--- src/rtl/mdiv_pkg.sv ---
// Shared types for the execute-stage multiplier: FSM states and Booth recode ops.
package mdiv_pkg;

  localparam int WIDTH = 32;

  typedef enum logic [1:0] {
    IDLE = 2'b00,
    RUN  = 2'b01,
    DONE = 2'b10
  } state_t;

  typedef enum logic [1:0] {
    NOP = 2'b00,
    ADD = 2'b01,
    SUB = 2'b10
  } booth_op_t;

endpackage

--- src/rtl/booth_step.sv ---
// One radix-2 Booth step: recode P[1:0], add/sub M into the upper word, arithmetic shift right.
module booth_step
  import mdiv_pkg::*;
#(
  parameter int WIDTH = mdiv_pkg::WIDTH
) (
  input  logic [2*WIDTH:0] p,
  input  logic [WIDTH-1:0] m,
  output logic [2*WIDTH:0] p_nxt
);

  booth_op_t        op;
  logic [WIDTH:0]   hi;
  logic [WIDTH:0]   m_x;
  logic [WIDTH:0]   sum;

  always_comb begin
    case (p[1:0])
      2'b01:   op = ADD;
      2'b10:   op = SUB;
      default: op = NOP;
    endcase

    // One guard bit on the adder so subtracting the most negative multiplicand
    // keeps the correct sign; that sign is what the shift brings in.
    hi  = {p[2*WIDTH], p[2*WIDTH:WIDTH+1]};
    m_x = {m[WIDTH-1], m};

    case (op)
      ADD:     sum = hi + m_x;
      SUB:     sum = hi + ~m_x + (WIDTH+1)'(1);
      default: sum = hi;
    endcase

    p_nxt = {sum, p[WIDTH:1]};
  end

endmodule

--- src/rtl/booth_multiplier.sv ---
// Iterative signed multiplier, one Booth step per clock; result returned with a one-cycle ready pulse.
module booth_multiplier
  import mdiv_pkg::*;
#(
  parameter int WIDTH = mdiv_pkg::WIDTH,
  parameter int CNT_W = 5
) (
  input  logic             clock,
  input  logic             reset,
  input  logic [WIDTH-1:0] data_operandA,
  input  logic [WIDTH-1:0] data_operandB,
  input  logic             ctrl_MULT,
  output logic [WIDTH-1:0] data_result,
  output logic             data_exception,
  output logic             data_resultRDY,
  output logic             busy
);

  state_t           state, state_nxt;
  logic [CNT_W-1:0] cnt;
  logic [2*WIDTH:0] p, p_nxt;
  logic [WIDTH-1:0] m;
  logic             load, step, last;
  logic [WIDTH:0]   top_bits;

  booth_step #(.WIDTH(WIDTH)) u_step (
    .p     (p),
    .m     (m),
    .p_nxt (p_nxt)
  );

  assign last     = (cnt == CNT_W'(WIDTH-1));
  assign top_bits = p_nxt[2*WIDTH:WIDTH];

  // A start pulse in any state restarts from fresh operands.
  always_comb begin
    state_nxt = state;
    load      = 1'b0;
    step      = 1'b0;
    case (state)
      IDLE: if (ctrl_MULT) load = 1'b1;
      RUN: begin
        if (ctrl_MULT) load = 1'b1;
        else           step = 1'b1;
      end
      DONE: begin
        if (ctrl_MULT) load = 1'b1;
        else           state_nxt = IDLE;
      end
      default: state_nxt = IDLE;
    endcase
    if (load)              state_nxt = RUN;
    else if (step && last) state_nxt = DONE;
  end

  always_ff @(posedge clock) begin
    if (reset) begin
      state          <= IDLE;
      cnt            <= '0;
      p              <= '0;
      m              <= '0;
      data_result    <= '0;
      data_exception <= 1'b0;
      data_resultRDY <= 1'b0;
      busy           <= 1'b0;
    end else begin
      state          <= state_nxt;
      data_resultRDY <= 1'b0;
      if (load) begin
        p    <= {{WIDTH{1'b0}}, data_operandB, 1'b0};
        m    <= data_operandA;
        cnt  <= '0;
        busy <= 1'b1;
      end else if (step) begin
        p   <= p_nxt;
        cnt <= cnt + CNT_W'(1);
        if (last) begin
          data_result    <= p_nxt[WIDTH:1];
          // Product fits only if the upper word matches the sign of the low word.
          data_exception <= !((&top_bits) || (top_bits == '0));
          data_resultRDY <= 1'b1;
          busy           <= 1'b0;
        end
      end
    end
  end

endmodule
--- config.mk ---
export PLATFORM = sky130hd
export DESIGN_NAME = booth_multiplier
export DESIGN_NICKNAME = d
export VERILOG_FILES = /design/src/rtl/mdiv_pkg.sv /design/src/rtl/booth_step.sv /design/src/rtl/booth_multiplier.sv
export SDC_FILE = /design/constraint.sdc
export NUM_CORES = 1
export LEC_CHECK = 0
export ABC_CLOCK_PERIOD_IN_PS = 5300
export BUFFER_PORTS_ARGS = -buffer_cell sky130_fd_sc_hd__buf_2
export CORE_MARGIN = 3
export CORE_UTILIZATION = 50
export DETAILED_ROUTE_END_ITERATION = 6
export GPL_TIMING_DRIVEN = 0
export MAX_ROUTING_LAYER = met4
export PLACE_DENSITY = 0.79
export RECOVER_POWER = 25
export SYNTH_ARGS = -nofsm -noshare
export SYNTH_HDL_FRONTEND = slang
export SYNTH_SLANG_ARGS = --single-unit
--- constraint.sdc ---
create_clock -name clock -period 5.3 [get_ports clock]
set_input_delay 1.59 -clock clock [delete_from_list [all_inputs] [get_ports clock]]
set_output_delay 1.59 -clock clock [all_outputs]
set_load 0.005 [all_outputs]
==> impl_metrics.env <==
export IMPL_worstMarginPinSlew_ns=1.18
export IMPL_critPathLaunchType="register"
export IMPL_cts_setup_buffers=0
export IMPL_grt_use_met2_pct=53.3
export IMPL_grt_use_total_pct=34.0
export IMPL_peakVddDrop_v=0.000195
export IMPL_vias=11900
export IMPL_finalCritPeriodShare_pct=88.8
export IMPL_grt_pass1_wl_microns=60200
export IMPL_row_count=52
export IMPL_crit_type="register to register"
export IMPL_post_cts_resized=0
export IMPL_critPathMaxFanout=10
export IMPL_die_w_microns=152
export IMPL_dominantRegCellSynth="dfxtp_1"
export IMPL_routedWlPerCell_microns=20.0
export IMPL_drt_iter0_markers=1253
export IMPL_synth_top_area_share_pct=26.3
export IMPL_num_io_pins=102
export IMPL_setup_viol=0
export IMPL_cpMaxStageDelayCell="a2111oi_0"
export IMPL_min_period_ns=4.71
export IMPL_synth_edf_count=0
export IMPL_placedCellCount=1886
export IMPL_yosysTopAreaCell="dfxtp_1"
export IMPL_finalClockSkew_ns=0.0127
export IMPL_ys_seq_elements=139
export IMPL_antenna_found_initial=0
export IMPL_max_cap_violations=0
export IMPL_drcViolationCount=0
export IMPL_final_area_sq_um=12000
export IMPL_insertion_delay_ns=0.43
export IMPL_finalSetupTns_ns=0
export IMPL_synth_cells=1516
export IMPL_grt_busiest_layer="met2"
export IMPL_gp_congestion=1.03
export IMPL_path_clk_slew_ns=0.06
export IMPL_critical_path_arrival_ns=4.99
export IMPL_rsz0062_at_grt="false"
export IMPL_yosysMostFrequentCell="nand2_1"
export IMPL_ant_nets=0
export IMPL_synthTopCellsByArea="dfxtp_1 26%, a21oi_1 9.3%, ha_1 8.1%"
export IMPL_p_per_area_nw_per_um2=251
export IMPL_via_per_inst=6.22
export IMPL_syn2layout_area_growth_pct=13.4
export IMPL_timing_hold_violations_final=0
export IMPL_die_h_microns=152
export IMPL_drive_above_1_share_pct=8.68
export IMPL_worst_hold_path_type="register to register"
export IMPL_post_place_ws_ns=0.802
export IMPL_ys_types=78
export IMPL_met3_usage_pct=6.93
export IMPL_crit_path_cell_trace="inv_1, ha_1, buf_2, nand2_1, a2111oi_0, nand2_1, a2111oi_0, o21ai_1, a31o_2, mux2i_1, or2_1, a2111o_1, nor3_2, o41ai_1"
export IMPL_placed_area_sq_um=11400
export IMPL_grt_use_met1_pct=43.9
export IMPL_nets=1773
export IMPL_slew_headroom_pct=19.0
export IMPL_instances_no_fill=1918
export IMPL_initial_core_util_pct=51.5
export IMPL_yosysWarnings=0
export IMPL_slowest_delay_ns=1.00
export IMPL_async_reset_ff_share_pct=0
export IMPL_cts_tree="built"
export IMPL_grt_max_degree=17
export IMPL_fmax_ghz=0.213
export IMPL_netlist_area_sq_um=10600
export IMPL_dr_pass1_iters=6
export IMPL_cts_sinks=139
export IMPL_synthesis_nets=1654
export IMPL_num_antenna_cells=0
export IMPL_overflow=0
export IMPL_dpl_hpwl_microns=29600
export IMPL_core_sq_um=20600
export IMPL_drv_slew=0
export IMPL_fin_ws_ns=0.595
export IMPL_worstPathRequired_ns=5.59
export IMPL_clock_path_buffers=2
export IMPL_wirelength_microns=38300
export IMPL_end_kind="register"
export IMPL_synthTopCellsByCount="230 x nand2_1, 196 x a21oi_1, 169 x nor2_1"
export IMPL_synth_avg_cell_area_sq_um=6.99
export IMPL_htree_levels=4
export IMPL_cts_root_buf="clkbuf_16"
export IMPL_status="finished, final reports clean"
export IMPL_grt_pass1_vias=11200
export IMPL_cts_buffers=17
export IMPL_power_static_leakage_nw=4.85
export IMPL_holdBufCountCts=0
export IMPL_io_buffer_count=100
export IMPL_synth_seq_area_share_pct=26.3
export IMPL_fp_dieArea_sq_um=23000
area by class of cell:
class	count	area, sq um
timing repair buffer	100	465
clock inverter	13	181
buffer	100	393
multi-input combinational	1196	7120
clock buffer	19	433
fill	1967	8540
tap	270	338
inverter	81	304
sequential	139	2780
placed cells by master, fill, tap and decap left out, drive strengths merged, types with 17 or more instances in the layout:
cell	netlist	routed
nor2b	19	19
nand2	230	230
nor2	169	169
ha	69	69
mux2i	18	18
nand2b	60	60
a211oi	31	31
nand3	18	18
a21oi	197	197
dfxtp	139	139
clkbuf	77	124
xnor2	18	18
o31ai	17	17
nor3	43	43
nor4	49	49
inv	79	85
o21ai	48	48
buf	23	95
nand4	19	19
state kept, by name, summed over array words and instances, names as in the netlist:
register and cells:
m 32, data_exception 1, state 2, cnt 5
p 65, data_resultRDY 1, data_result 32, busy 1
worst max-delay path, delay by kind of cell (launching register included):
kind | cells | cell delay, ns
AOI/OAI and AO/OA | 6 | 2.65
adders and majority gates | 1 | 0.26
and+or+nand+nor | 4 | 0.79
muxes | 1 | 0.14
DFF | 1 | 0.43
buffers and inverters | 2 | 0.27
power by group:
group	switching, mW	internal (mW)
clock	0.512	0.755
sequential	0.0424	1.08
combinational	0.404	0.214
total	0.958	2.05
logic make-up (layout without fill, tap and decap cells):
kind of cell             Yosys count  in the layout  synth area share (%)
flip-flops                       139            139                  26.3
adder cells (fa/ha/maj)           71             71                  8.52
multiplexers                      23             23                  2.23
AO/OA/AOI/OAI                    426            426                  25.6
buffers and inverters            181            313                  6.58
XOR/XNOR                          24             24                  1.98
AND/OR/NAND/NOR                  652            652                  28.8
worst paths after layout:
path                  start              to  slack, ns  depth (start not counted)
max reg2reg           m[14]  data_exception       0.59                         14
max                   m[14]  data_exception       0.59                         14
min          data_result[7]  data_result[7]       0.46                          2
min reg2reg  data_result[7]  data_result[7]       0.46                          2
metal layers:
metal | part of all wire, % | vias to the layer above
li1 | - | 5617
met1 | 42 | 5563
met2 | 45 | 645
met3 | 9.8 | 109
met4 | 3.6 | 0
met5 | 0 | -
through the flow:
| stage | util, % | hold slack, ns | total power, mW |
|---|---|---|---|
| detailed placement | 55.6 | 0.447 | 1.74 |
| global route | 58.4 | 0.479 | 3.12 |
| CTS | 58.6 | 0.457 | 2.99 |
| finish | 58.4 | 0.459 | 3.01 |
| global placement | 55.6 | 0.442 | 1.73 |
| floorplan | - | 0.440 | 1.56 |
No activity file was read; power rests on OpenSTA's default activity.
